--- src/rtl/mem_req_pkg.sv ---
// Shared types for the CPU-side memory request queue: the queued
// request record, the issue FSM states and the datapath widths.
package mem_req_pkg;

  localparam int ADDR_W = 32;
  localparam int DATA_W = 32;
  localparam int WDOG_W = 8;

  typedef struct packed {
    logic              store;
    logic [ADDR_W-1:0] addr;
    logic [DATA_W-1:0] wdata;
  } req_t;

  typedef enum logic [1:0] {
    IDLE,
    ISSUE,
    WAIT,
    RESP
  } state_t;

endpackage

--- src/rtl/mem_req_fifo.sv ---
// In-order circular buffer of req_t entries.
// Ports: clk/rst (sync, active high), push/push_data, pop,
//        head (combinational from rd_ptr), full, empty, count.
module mem_req_fifo
  import mem_req_pkg::*;
#(
  parameter  int DEPTH = 4,
  localparam int PW    = $clog2(DEPTH)
) (
  input  logic        clk,
  input  logic        rst,
  input  logic        push,
  input  req_t        push_data,
  input  logic        pop,
  output req_t        head,
  output logic        full,
  output logic        empty,
  output logic [PW:0] count
);

  req_t          mem [DEPTH];
  logic [PW-1:0] wr_ptr;
  logic [PW-1:0] rd_ptr;

  // DEPTH is a power of two, so the pointers wrap on overflow.
  always_ff @(posedge clk) begin
    if (rst) begin
      wr_ptr <= '0;
      rd_ptr <= '0;
      count  <= '0;
    end else begin
      if (push) begin
        wr_ptr <= wr_ptr + 1'b1;
      end
      if (pop) begin
        rd_ptr <= rd_ptr + 1'b1;
      end
      unique case ({push, pop})
        2'b10:   count <= count + 1'b1;
        2'b01:   count <= count - 1'b1;
        default: count <= count;
      endcase
    end
  end

  // Storage needs no reset; the pointers define what is valid.
  always_ff @(posedge clk) begin
    if (push) begin
      mem[wr_ptr] <= push_data;
    end
  end

  assign head  = mem[rd_ptr];
  assign full  = (count == (PW + 1)'(DEPTH));
  assign empty = (count == '0);

endmodule

--- src/rtl/mem_request_queue.sv ---
// Load/store request queue between the CPU and the L1 data cache:
// buffers DEPTH requests, issues one at a time over VALID/READY with
// an ACK completion, and returns one response per request. A
// watchdog turns a lost ACK into an error response.
// Ports: CLK, RST (sync, active high);
//        REQ_*  CPU request side (valid/ready);
//        MEM_*  cache side (valid/ready address, ACK completion);
//        RSP_*  CPU response side (valid/ready).
// Optional: define MREQ_PERF_EN to add PERF_LOADS, PERF_STORES and
//        PERF_TIMEOUTS (16-bit saturating response counters).
module mem_request_queue
  import mem_req_pkg::*;
#(
  parameter int DEPTH   = 4,
  parameter int TIMEOUT = 255
) (
  input  logic              CLK,
  input  logic              RST,
  input  logic              REQ_VALID,
  output logic              REQ_READY,
  input  logic              REQ_STORE,
  input  logic [ADDR_W-1:0] REQ_ADDR,
  input  logic [DATA_W-1:0] REQ_WDATA,
  output logic              MEM_VALID,
  input  logic              MEM_READY,
  output logic              MEM_LOAD,
  output logic              MEM_STORE,
  output logic [ADDR_W-1:0] MEM_ADDR,
  output logic [DATA_W-1:0] MEM_WDATA,
  input  logic [DATA_W-1:0] MEM_RDATA,
  input  logic              MEM_ACK,
  output logic              RSP_VALID,
  input  logic              RSP_READY,
  output logic              RSP_STORE,
  output logic              RSP_ERR,
  output logic [DATA_W-1:0] RSP_DATA
`ifdef MREQ_PERF_EN
  ,
  output logic [15:0]       PERF_LOADS,
  output logic [15:0]       PERF_STORES,
  output logic [15:0]       PERF_TIMEOUTS
`endif
);

  localparam int PW = $clog2(DEPTH);

  state_t            state;
  state_t            state_nxt;
  logic [WDOG_W-1:0] wdog;
  logic [WDOG_W-1:0] wdog_nxt;

  logic              push;
  logic              pop;
  logic              tmo;
  logic              issue;
  req_t              push_req;
  req_t              head;
  logic              full;
  logic              empty;
  logic [PW:0]       count;

  logic              rsp_store_q;
  logic              rsp_err_q;
  logic [DATA_W-1:0] rsp_data_q;

  assign push_req = '{
    store: REQ_STORE,
    addr:  REQ_ADDR,
    wdata: REQ_WDATA
  };

  // Ready comes from the registered count only: a pop in the
  // same cycle does not open a slot early.
  assign REQ_READY = ~full;
  assign push      = REQ_VALID & REQ_READY;

  mem_req_fifo #(
    .DEPTH (DEPTH)
  ) u_fifo (
    .clk       (CLK),
    .rst       (RST),
    .push      (push),
    .push_data (push_req),
    .pop       (pop),
    .head      (head),
    .full      (full),
    .empty     (empty),
    .count     (count)
  );

  always_ff @(posedge CLK) begin
    if (RST) begin
      state <= IDLE;
      wdog  <= '0;
    end else begin
      state <= state_nxt;
      wdog  <= wdog_nxt;
    end
  end

  // An ACK on the last watchdog cycle is checked first, so it wins
  // over the timeout.
  always_comb begin
    state_nxt = state;
    wdog_nxt  = wdog;
    pop       = 1'b0;
    tmo       = 1'b0;
    unique case (state)
      IDLE: begin
        // A push this cycle lets the head issue next cycle.
        if (!empty || push) begin
          state_nxt = ISSUE;
        end
      end
      ISSUE: begin
        if (MEM_READY) begin
          if (MEM_ACK) begin
            pop       = 1'b1;
            state_nxt = RESP;
          end else begin
            wdog_nxt  = '0;
            state_nxt = WAIT;
          end
        end
      end
      WAIT: begin
        if (MEM_ACK) begin
          pop       = 1'b1;
          state_nxt = RESP;
        end else if (wdog == WDOG_W'(TIMEOUT - 1)) begin
          pop       = 1'b1;
          tmo       = 1'b1;
          state_nxt = RESP;
        end else begin
          wdog_nxt  = wdog + 1'b1;
        end
      end
      RESP: begin
        if (RSP_READY) begin
          state_nxt = (count != '0) ? ISSUE : IDLE;
        end
      end
      default: begin
        state_nxt = IDLE;
      end
    endcase
  end

  // Response fields are latched with the pop and held through RESP.
  always_ff @(posedge CLK) begin
    if (RST) begin
      rsp_store_q <= 1'b0;
      rsp_err_q   <= 1'b0;
      rsp_data_q  <= '0;
    end else if (pop) begin
      rsp_store_q <= head.store;
      rsp_err_q   <= tmo;
      rsp_data_q  <= (tmo || head.store) ? '0 : MEM_RDATA;
    end
  end

  // Address/data are gated so idle outputs stay zero.
  assign issue     = (state == ISSUE);
  assign MEM_VALID = issue;
  assign MEM_LOAD  = issue & ~head.store;
  assign MEM_STORE = issue & head.store;
  assign MEM_ADDR  = issue ? head.addr : '0;
  assign MEM_WDATA = issue ? head.wdata : '0;

  assign RSP_VALID = (state == RESP);
  assign RSP_STORE = rsp_store_q;
  assign RSP_ERR   = rsp_err_q;
  assign RSP_DATA  = rsp_data_q;

`ifdef MREQ_PERF_EN
  logic rsp_acc;

  assign rsp_acc = RSP_VALID & RSP_READY;

  always_ff @(posedge CLK) begin
    if (RST) begin
      PERF_LOADS    <= '0;
      PERF_STORES   <= '0;
      PERF_TIMEOUTS <= '0;
    end else if (rsp_acc) begin
      unique case (1'b1)
        rsp_err_q: begin
          if (PERF_TIMEOUTS != 16'hFFFF) begin
            PERF_TIMEOUTS <= PERF_TIMEOUTS + 1'b1;
          end
        end
        rsp_store_q: begin
          if (PERF_STORES != 16'hFFFF) begin
            PERF_STORES <= PERF_STORES + 1'b1;
          end
        end
        default: begin
          if (PERF_LOADS != 16'hFFFF) begin
            PERF_LOADS <= PERF_LOADS + 1'b1;
          end
        end
      endcase
    end
  end
`endif

endmodule

--- config.mk ---
export PLATFORM = sky130hd
export DESIGN_NAME = mem_request_queue
export DESIGN_NICKNAME = d
export VERILOG_FILES = /design/src/rtl/mem_req_pkg.sv /design/src/rtl/mem_req_fifo.sv /design/src/rtl/mem_request_queue.sv
export SDC_FILE = /design/constraint.sdc
export NUM_CORES = 1
export LEC_CHECK = 0
export ABC_AREA = 1
export BUFFER_PORTS_ARGS = -buffer_cell sky130_fd_sc_hd__buf_4
export CAP_MARGIN = 20
export CORE_AREA = 3 3 179 251
export CTS_CLUSTER_DIAMETER = 50
export DETAILED_ROUTE_END_ITERATION = 12
export DIE_AREA = 0 0 182 254
export PLACE_DENSITY = 0.48
export SYNTH_ARGS = -nofsm -noshare
export SYNTH_HDL_FRONTEND = slang
export SYNTH_SLANG_ARGS = --single-unit
--- constraint.sdc ---
create_clock -name CLK -period 5.7 [get_ports CLK]
set_clock_uncertainty 0.2 [all_clocks]
set_input_delay 1.425 -clock CLK [delete_from_list [all_inputs] [get_ports CLK]]
set_output_delay 1.425 -clock CLK [all_outputs]
set_load 0.02 [all_outputs]
Word level (Yosys, flattened, before mapping)
Memory sizes are Yosys's and may differ from the RTL's. A register that Yosys moved wholly into a read port is not among the register bits.
Index checks and enable logic that the tools add are counted.
{"block": "word_totals", "word_cells": 71, "out_inout_bits": 103, "inputBits": 103, "mem_bits_rw": 260, "memories": 1, "register_bits": 51}
{"block": "classes", "add_sub_neg": 5, "n_bitwise": 5, "n_eq_ne": 14, "n_reduce_logical": 10, "mux": 28}
{"name": "u_fifo.mem", "depth": 4, "width": 65, "rd": 1, "rd_clocked_by_memory_dff": 1, "write_ports": 1, "line": "mem_req_fifo.sv:21", "text": "req_t mem [DEPTH];"}
{"op": "$mux W32", "n": 3}
{"op": "$mux W8", "n": 4}
{"op": "$pmux W8 S2", "n": 1}
{"op": "$mux W2", "n": 7}
{"op": "$mux W1", "n": 10}
{"op": "$ne A2 B2 Y1 const B", "n": 5}
{"op": "$add A8 B1 Y8 const B", "n": 1}
{"op": "$eq A8 B8 Y1 const B", "n": 1}
{"op": "$pmux W2 S4", "n": 1}
{"op": "$eq A2 B2 Y1 const B", "n": 3}
{"op": "$pmux W3 S2", "n": 1}
{"op": "$reduce_and A5 Y1", "n": 1}
{"op": "$add A2 B1 Y2 const B", "n": 2}
{"op": "$eq A2 B1 Y1 const B", "n": 2}
{"op": "$reduce_and A4 Y1", "n": 1}
{"op": "$reduce_bool A2 Y1", "n": 2}
{"op": "$add A3 B1 Y3 const B", "n": 1}
{"op": "$and A1 B1 Y1", "n": 3}
{"op": "$eq A3 B3 Y1 const B", "n": 1}
{"op": "$logic_not A3 Y1", "n": 1}
{"op": "$ne A3 B3 Y1 const B", "n": 1}
{"op": "$reduce_bool A3 Y1", "n": 1}
{"op": "$sub A3 B1 Y3 const B", "n": 1}
{"op": "$logic_not A2 Y1", "n": 1}
{"op": "other kinds (5)", "n": 7}

Logic depth before layout (Yosys ltp)
Gate-level depths: netlist of the first run.
{"block": "logic_depth", "ltp_word": 6, "mapped_depth": 15, "mapped_depth_nobuf": 15}

By module
From an unflattened synthesis of the first run, not the netlist that was laid out.
{"block": "unflattened", "hier_cells": 1186, "hier_area_um2": 13315.3}
{"mod": "mem_req_fifo", "cells_per_inst": 687, "n_inst": 1, "seq_area_each_um2": 7987.7, "area_each_um2": 10412.5}
{"mod": "mem_request_queue", "cells_per_inst": 499, "n_inst": 1, "seq_area_each_um2": 880.8, "area_each_um2": 2902.8}

Worst setup path before layout of the first run
No wires, ideal clock.
{"block": "synth_path", "kind": "input port to flip-flop", "start": "input REQ_VALID", "end": "memory u_fifo.mem[0][0] (netlist bit) (enable)", "path_buffers": 0, "setup_time_ns": 0.489, "t_arrival_ns": 4.326, "stages": 2, "required_time_ns": 5.011, "path_slack_ns": 0.686, "cell_sequence": "nand2_1 nor2_1"}
{"block": "synth_between", "elab_chain_len": 3}
{"element": "start: declaration", "line": "mem_request_queue.sv:19", "text": "input logic REQ_VALID,"}
{"element": "$and A1 B1 Y1", "line": "mem_request_queue.sv:75", "text": "assign push = REQ_VALID & REQ_READY;"}
{"element": "$mux W1", "line": "mem_req_fifo.sv:48", "text": "if (push) begin"}
{"element": "$mux W1 (not written as such)", "line": "mem_req_fifo.sv:49", "text": "mem[wr_ptr] <= push_data;"}
{"element": "end: declaration", "line": "mem_req_fifo.sv:21"}
Every way passes these cells.

==> results of run 1 <==
## through the flow
stage	std cells	setup slack (ns)
after floorplan	1185	0.6858
after global placement	1887	1.591
after detailed placement	1887	1.610
after CTS	1953	1.031
after global routing	1954	0.9163
final	1954	1.175
## worst register-to-register path, cell delays in order (launching register included)
cell and delay (ns):
sky130_fd_sc_hd__dfxtp_1 0.33, sky130_fd_sc_hd__inv_1 0.08, sky130_fd_sc_hd__ha_1 0.16, sky130_fd_sc_hd__nand2_1 0.06, sky130_fd_sc_hd__nor2_1 0.22, sky130_fd_sc_hd__nand3_2 0.15, sky130_fd_sc_hd__nand3_4 0.43, sky130_fd_sc_hd__nand2_4 0.30
sky130_fd_sc_hd__inv_2 0.13, sky130_fd_sc_hd__ha_1 0.14, sky130_fd_sc_hd__inv_1 0.06, sky130_fd_sc_hd__fa_1 0.37, sky130_fd_sc_hd__a21oi_1 0.14, sky130_fd_sc_hd__o21ai_0 0.11, sky130_fd_sc_hd__o21ai_0 0.16, sky130_fd_sc_hd__a21oi_1 0.05
## registers in the layout (all words and copies together) (netlist names), named ones only
name / cells
RSP_STORE: 1
u_fifo.wr_ptr: 2
u_fifo.count: 3
RSP_ERR: 1
u_fifo.rd_ptr: 2
RSP_DATA: 32
state: 2
u_fifo.mem: 260
wdog: 8
## Yosys cell counts, drive strengths merged
cell type | number | area, µm²
ha | 12 | 150.1
nor3 | 1 | 5.000
nor3b | 1 | 7.510
dfxtp | 53 | 1061
a31oi | 1 | 6.260
o21ai | 139 | 695.7
edfxtp | 260 | 7807
nand4 | 1 | 6.260
inv | 52 | 195.2
fa | 1 | 20.02
nand3 | 69 | 377.9
clkinv | 1 | 3.750
a21oi | 102 | 510.5
nor2 | 334 | 1261
nand2 | 85 | 336.6
buf | 40 | 202.7
o21bai | 2 | 15.01
clkbuf | 31 | 116.4
## final timing paths
path	startpoint	endpoint	slack (ns)
setup / recovery	flop	MEM_WDATA[23]	1.18
hold reg to reg	u_fifo.count[0]	u_fifo.count[0]	0.26
setup reg to reg	wdog[0]	u_fifo.count[2]	2.48
hold / removal	u_fifo.count[0]	u_fifo.count[0]	0.26
## power by group through the flow
stage | registers, mW | clock network (mW) | logic (mW)
4_1_cts | 2.73 | 2.37 | 1.76
3_3_place_gp | 2.77 | 0 | 1.74
2_1_floorplan | 2.83 | 0 | 1.00
6_report | 2.73 | 2.28 | 1.72
3_5_place_dp | 2.77 | 0 | 1.75
5_1_grt | 2.74 | 2.46 | 1.90
## area by class of cell
type	instances	area [µm²]
well taps	552	690.7
fillers	4291	26950
clock inverters	23	197.7
clock buffers	43	991.0
multi-input cells	748	3422
repair buffers	222	1687
flip-flops and latches	313	8874
inverters	53	200.2
## cell families after synthesis
family	synth area share, %
AO/OA/AOI/OAI	9.605
adder cells (fa/ha/maj)	1.332
AND/OR/NAND/NOR	15.61
buffers and inverters	4.054
flip-flops	69.40
## metal layers
layer / vias up / wire, µm
met5: - / 13
met3: 50 / 2469
met2: 235 / 15810
met1: 4234 / 13920
met4: 2 / 685
li1: 4443 / -
==> impl_metrics.json, run 1 <==
{
  "grt_setup_unrepaired": "no",
  "vdd.ir_drop.worst_v": 0.0003961,
  "cp-start-kind": "flop",
  "setup_bufs_post_cts": 0,
  "core-area_mm2": 0.04302,
  "grt_pass1_vias": 8878,
  "tritoncts": "yes",
  "cellPowerDensity_mw_per_mm2": 418.8,
  "vias_per_cell": 4.588,
  "req_time_crit_path_ns": 4.07,
  "seq_power_share_pct": 40.5,
  "worstPathCellList": "buf_4 -> buf_4 -> nor2_1 -> nor2_1 -> o21ai_0 -> a21oi_1 -> buf_4",
  "average_wire_per_standard_cell_um": 16.84,
  "mostFrequentLayoutCells": "sky130_fd_sc_hd__nor2_1 (329), sky130_fd_sc_hd__edfxtp_1 (260), sky130_fd_sc_hd__buf_4 (221), sky130_fd_sc_hd__o21ai_0 (138), sky130_fd_sc_hd__a21oi_1 (102)",
  "power.switching_fraction_pct": 32.10,
  "yosysSeqAreaShare_pct": 69.40,
  "ys_warn_count": 0,
  "num_cts_buffers": 37,
  "crit_path_frequent_cell": "sky130_fd_sc_hd__buf_4",
  "synth.ff_latch_count": 313,
  "criticalPathCategory": "reg2out",
  "grt_first_pass_wirelength_um": 50070,
  "cts.repair.resized": 0,
  "power.combinational.fraction_pct": 25.5,
  "clock_insertion_delay_worst_skew_ns": 0.52,
  "num_io_pins": 206,
  "max-cap-violations": 0,
  "run_status": "finished clean",
  "drt-initial-drc-count": 393,
  "timing_hold_violations_final": 0,
  "clkSlewWorstSetupHoldPaths_ns": 0.06,
  "post_synth_inst_count": 1185,
  "timing.critical_path.slowest_stage_cell": "sky130_fd_sc_hd__buf_4",
  "fin_crit_sh_pct": 79.38,
  "syn-num-nets": 1301,
  "final_max_slew_viol_count": 0,
  "cts-root-to-sink-buffers": 3,
  "place.gp.congestion": 0.7409,
  "cell_internal_power_dissipation_mw": 4.567,
  "synthesis.area_mm2": 0.01278,
  "fin_hold_ws_ns": 0.2599,
  "total_number_of_vias": 8964,
  "area.growth.synth_to_final_pct": 25.69,
  "initial_core_util_pct": 29.71,
  "cpLargestDelayFamily": "buffers and inverters",
  "clock_sink_count": 313,
  "worst_ep_arrival_time_ns": 2.90,
  "placed_cell_area_mm2": 0.01485,
  "max-slew-margin-rel_pct": 30.06,
  "cp.depth": 7,
  "power.switching_mw": 2.159,
  "grt_antenna_before_repair": 1,
  "final_antenna_net_count": 0,
  "synth_cell_types": 27,
  "met3_usage_pct": 4.253,
  "grt-ovfl-total": 0,
  "num_antenna_cells": 0,
  "final-setup-viol-count": 0,
  "cp_max_fo": 71,
  "r2r.worst_path.cells": 15,
  "fin_setup_tns_ns": 0,
  "cts_hold_buffers": 0,
  "place_hpwl_um": 19240,
  "finalPower_mw": 6.726,
  "critical-path-max-stage-delay_ns": 0.69,
  "io_buffer_count": 205,
  "total_leakage_power_nw": 6.140,
  "drt_drc_violations_left": 0,
  "master_cell_of_the_clock_root_buffer": "sky130_fd_sc_hd__clkbuf_16",
  "postSynthAreaPerCell_um2": 10.78,
  "grt_use_met2_pct": 23.42,
  "drt-total-wl_um": 32900,
  "largest_net_degree_at_the_start_of_global_routing": 72,
  "final_common_cell": "sky130_fd_sc_hd__nor2_1",
  "die_height_um": 254,
  "htree_levels": 2,
  "worstHoldPathCells": 1,
  "global_route.usage.total_pct": 13.79,
  "cp.buffers_inverters": 3,
  "worst_hold_path_type": "reg2reg",
  "num_rows": 90,
  "grt_busiest_layer": "met2",
  "firstDrtPassIters": 6,
  "final_cell_area_mm2": 0.01606,
  "die_area_mm2": 0.04623,
  "timing.fmax_ghz": 0.2210,
  "layout.nets": 1491,
  "share_of_the_core_filled_with_cells_in_the_final_layout_pct": 37.34,
  "end_kind": "output port",
  "layout-drive-gt1-share_pct": 21.40,
  "worst-slew-pin-transition_ns": 1.049,
  "final_period_minus_worst_setup_slack_ns": 4.525,
  "fp.dieW_um": 182,
  "grtUsageMet1_pct": 17.05,
  "clock_power_share_pct": 33.9
}
Note: power is estimated with default switching activity, not from simulation.
==> inputs of run 2 (changes only) <==
Settings changed: ABC_AREA 1 to 0, CORE_AREA 3 3 179 251 to 3 3 174 244, DIE_AREA 0 0 182 254 to 0 0 177 247, PLACE_DENSITY 0.48 to 0.5.
Clock period 5.7 ns to 3.9 ns, I/O delays scaled along.
==> run 2 against run 1 <==
Sequential share of layout area grew 2.0 points. Critical path depth shrank 3. Worst hold slack gained 0.011 ns. Power grew 38%.
==> impl_metrics.json, run 2 <==
{
  "power.switching_fraction_pct": 27.55,
  "drt-total-wl_um": 27220,
  "worst_hold_path_type": "reg2reg",
  "grt_setup_unrepaired": "no",
  "cellPowerDensity_mw_per_mm2": 597.5,
  "timing_hold_violations_final": 0,
  "clock_power_share_pct": 36.5,
  "cts_hold_buffers": 0,
  "synth_edf_count": 260,
  "grt_first_pass_wirelength_um": 41280,
  "run_status": "finished clean",
  "die_area_mm2": 0.04372,
  "layout.filler_cells": 3729,
  "max-slew-margin-rel_pct": 61.78,
  "die_height_um": 247,
  "num_rows": 87,
  "total_leakage_power_nw": 5.467,
  "mostFrequentLayoutCells": "sky130_fd_sc_hd__edfxtp_1 (260), sky130_fd_sc_hd__buf_4 (210), sky130_fd_sc_hd__and2_1 (66), sky130_fd_sc_hd__mux4_2 (65), sky130_fd_sc_hd__dfxtp_1 (51)",
  "cp_max_fo": 25,
  "vias_per_cell": 4.543,
  "final-setup-viol-count": 0,
  "final_cell_area_mm2": 0.01551,
  "top_register": "u_fifo.mem",
  "num_io_pins": 206,
  "power.combinational.fraction_pct": 21.0,
  "io_buffer_count": 205,
  "synth_top_flop_cell": "sky130_fd_sc_hd__edfxtp_1",
  "place_hpwl_um": 16360,
  "layout-drive-gt1-share_pct": 39.75,
  "criticalPathCategory": "reg2out",
  "postSynthAreaPerCell_um2": 19.00,
  "syn-num-nets": 750,
  "end_kind": "output port",
  "drt_drc_violations_left": 0,
  "area.growth.synth_to_final_pct": 28.82,
  "grt_pass1_vias": 7049,
  "worst_ep_arrival_time_ns": 2.32,
  "synth_most_common_cell": "sky130_fd_sc_hd__edfxtp_1",
  "final_common_cell": "sky130_fd_sc_hd__edfxtp_1",
  "total_number_of_vias": 6464,
  "initial_core_util_pct": 29.82,
  "clock_sink_count": 313,
  "firstDrtPassIters": 7,
  "core-area_mm2": 0.04039,
  "vdd.ir_drop.worst_v": 0.0004174,
  "post_synth_top_cells": "sky130_fd_sc_hd__edfxtp_1 (260), sky130_fd_sc_hd__and2_1 (66), sky130_fd_sc_hd__mux4_2 (65)",
  "placed_cell_area_mm2": 0.01429,
  "largest_reg_flops": 260,
  "setup_bufs_post_cts": 0,
  "seq_power_share_pct": 42.5,
  "cts.repair.resized": 0,
  "power.switching_mw": 2.554,
  "global_route.usage.total_pct": 12.45,
  "synth_cell_types": 49,
  "fin_crit_sh_pct": 89.59,
  "max-cap-violations": 0,
  "cts-root-to-sink-buffers": 3,
  "final_antenna_net_count": 0,
  "grt_antenna_before_repair": 1,
  "htree_levels": 2,
  "tritoncts": "yes",
  "fp.dieW_um": 177,
  "synthTopCellsByArea": "sky130_fd_sc_hd__edfxtp_1 (65%), sky130_fd_sc_hd__mux4_2 (12%), sky130_fd_sc_hd__dfxtp_1 (8.8%)",
  "worst-slew-pin-transition_ns": 0.5733,
  "fin_setup_tns_ns": 0,
  "clkSlewWorstSetupHoldPaths_ns": 0.06,
  "layout.nets": 975,
  "synth_top_area_share_pct": 64.82,
  "async_reset_ff_share_pct": 0,
  "yosys.area.top_type": "sky130_fd_sc_hd__edfxtp_1",
  "master_cell_of_the_clock_root_buffer": "sky130_fd_sc_hd__clkbuf_16",
  "ys_warn_count": 0,
  "grt-ovfl-total": 0,
  "post_synth_inst_count": 634,
  "synthesis.area_mm2": 0.01204,
  "num_cts_buffers": 38,
  "synth.ff_latch_count": 313,
  "final_period_minus_worst_setup_slack_ns": 3.494,
  "cp-start-kind": "flop",
  "largest_net_degree_at_the_start_of_global_routing": 41,
  "cell_internal_power_dissipation_mw": 6.716,
  "req_time_crit_path_ns": 2.72,
  "final_max_slew_viol_count": 0,
  "clock_insertion_delay_worst_skew_ns": 0.52,
  "drt-initial-drc-count": 249,
  "average_wire_per_standard_cell_um": 19.13,
  "timing.fmax_ghz": 0.2862,
  "place.gp.congestion": 0.7074,
  "yosysSeqAreaShare_pct": 73.63
}
## run 2: logic make-up (layout without fill, tap and decap cells)
logic type | Yosys count | after routing | share of synthesized area (%)
mux | 67 | 67 | 12.32
other cells | 0 | 1 | 0
fa+ha+maj | 13 | 13 | 1.413
simple gates | 118 | 118 | 5.828
compound gates | 74 | 74 | 4.716
xor+xnor | 3 | 3 | 0.2182
flops | 313 | 313 | 73.63
buf+inv | 46 | 300 | 1.870
## run 2: final timing paths
path                                   from         endpoint  slack (ns)  cells past startpoint
worst max-delay path                   flop     MEM_ADDR[11]        0.41                      4
worst min-delay path            RSP_DATA[0]      RSP_DATA[0]        0.27                      1
worst max register to register     state[0]  u_fifo.count[2]        0.97                     10
worst min register to register  RSP_DATA[0]      RSP_DATA[0]        0.27                      1
## run 2: metrics by stage
step	cells	setup slack (ns)	util, %	hold WS, ns	power, mW
after floorplan	634	0.7176	-	0.2572	5.153
after global placement	1353	0.8752	35.38	0.2591	6.015
after detailed placement	1353	0.8701	35.38	0.2556	6.019
after CTS	1422	0.2844	38.41	0.2772	9.456
after global routing	1422	0.2241	38.41	0.2847	9.752
final	1423	0.4062	38.42	0.2711	9.269
## run 2: critical path, cell delays in order (launching register included)
cell and delay (ns):
sky130_fd_sc_hd__dfxtp_4 0.59, sky130_fd_sc_hd__buf_12 0.29, sky130_fd_sc_hd__mux4_2 0.53, sky130_fd_sc_hd__and2_1 0.19, sky130_fd_sc_hd__buf_4 0.16
## run 2: routing by layer
| metal | up-vias | global-route usage (%) | share of wire (%) |
|---|---|---|---|
| li1 | 2983 | - | - |
| met1 | 3251 | 15.01 | 41 |
| met2 | 190 | 21.55 | 50 |
| met3 | 40 | 3.518 | 7.0 |
| met4 | 0 | 3.908 | 2.1 |
| met5 | - | 0 | 0 |
## run 2: power groups by stage
| stage | combinational, mW | clock [mW] | sequential [mW] |
|---|---|---|---|
| global placement | 2.00 | 0 | 4.01 |
| global route | 2.13 | 3.66 | 3.96 |
| detailed placement | 2.00 | 0 | 4.02 |
| finish | 1.94 | 3.38 | 3.94 |
| CTS | 2.01 | 3.50 | 3.95 |
| floorplan | 1.15 | 0 | 4.01 |
## run 2: final cells by class
type | instances | area (µm²) | share of cell area, %
Clock inverter | 20 | 157.7 | 1.016
Multi-Input combinational cell | 275 | 2973 | 19.16
Timing Repair Buffer | 217 | 1717 | 11.06
Tap cell | 534 | 668.1 | 4.306
Sequential cell | 313 | 8876 | 57.21
Antenna cell | 1 | 2.502 | 0.01613
Inverter | 14 | 52.55 | 0.3387
Clock buffer | 49 | 1069 | 6.887
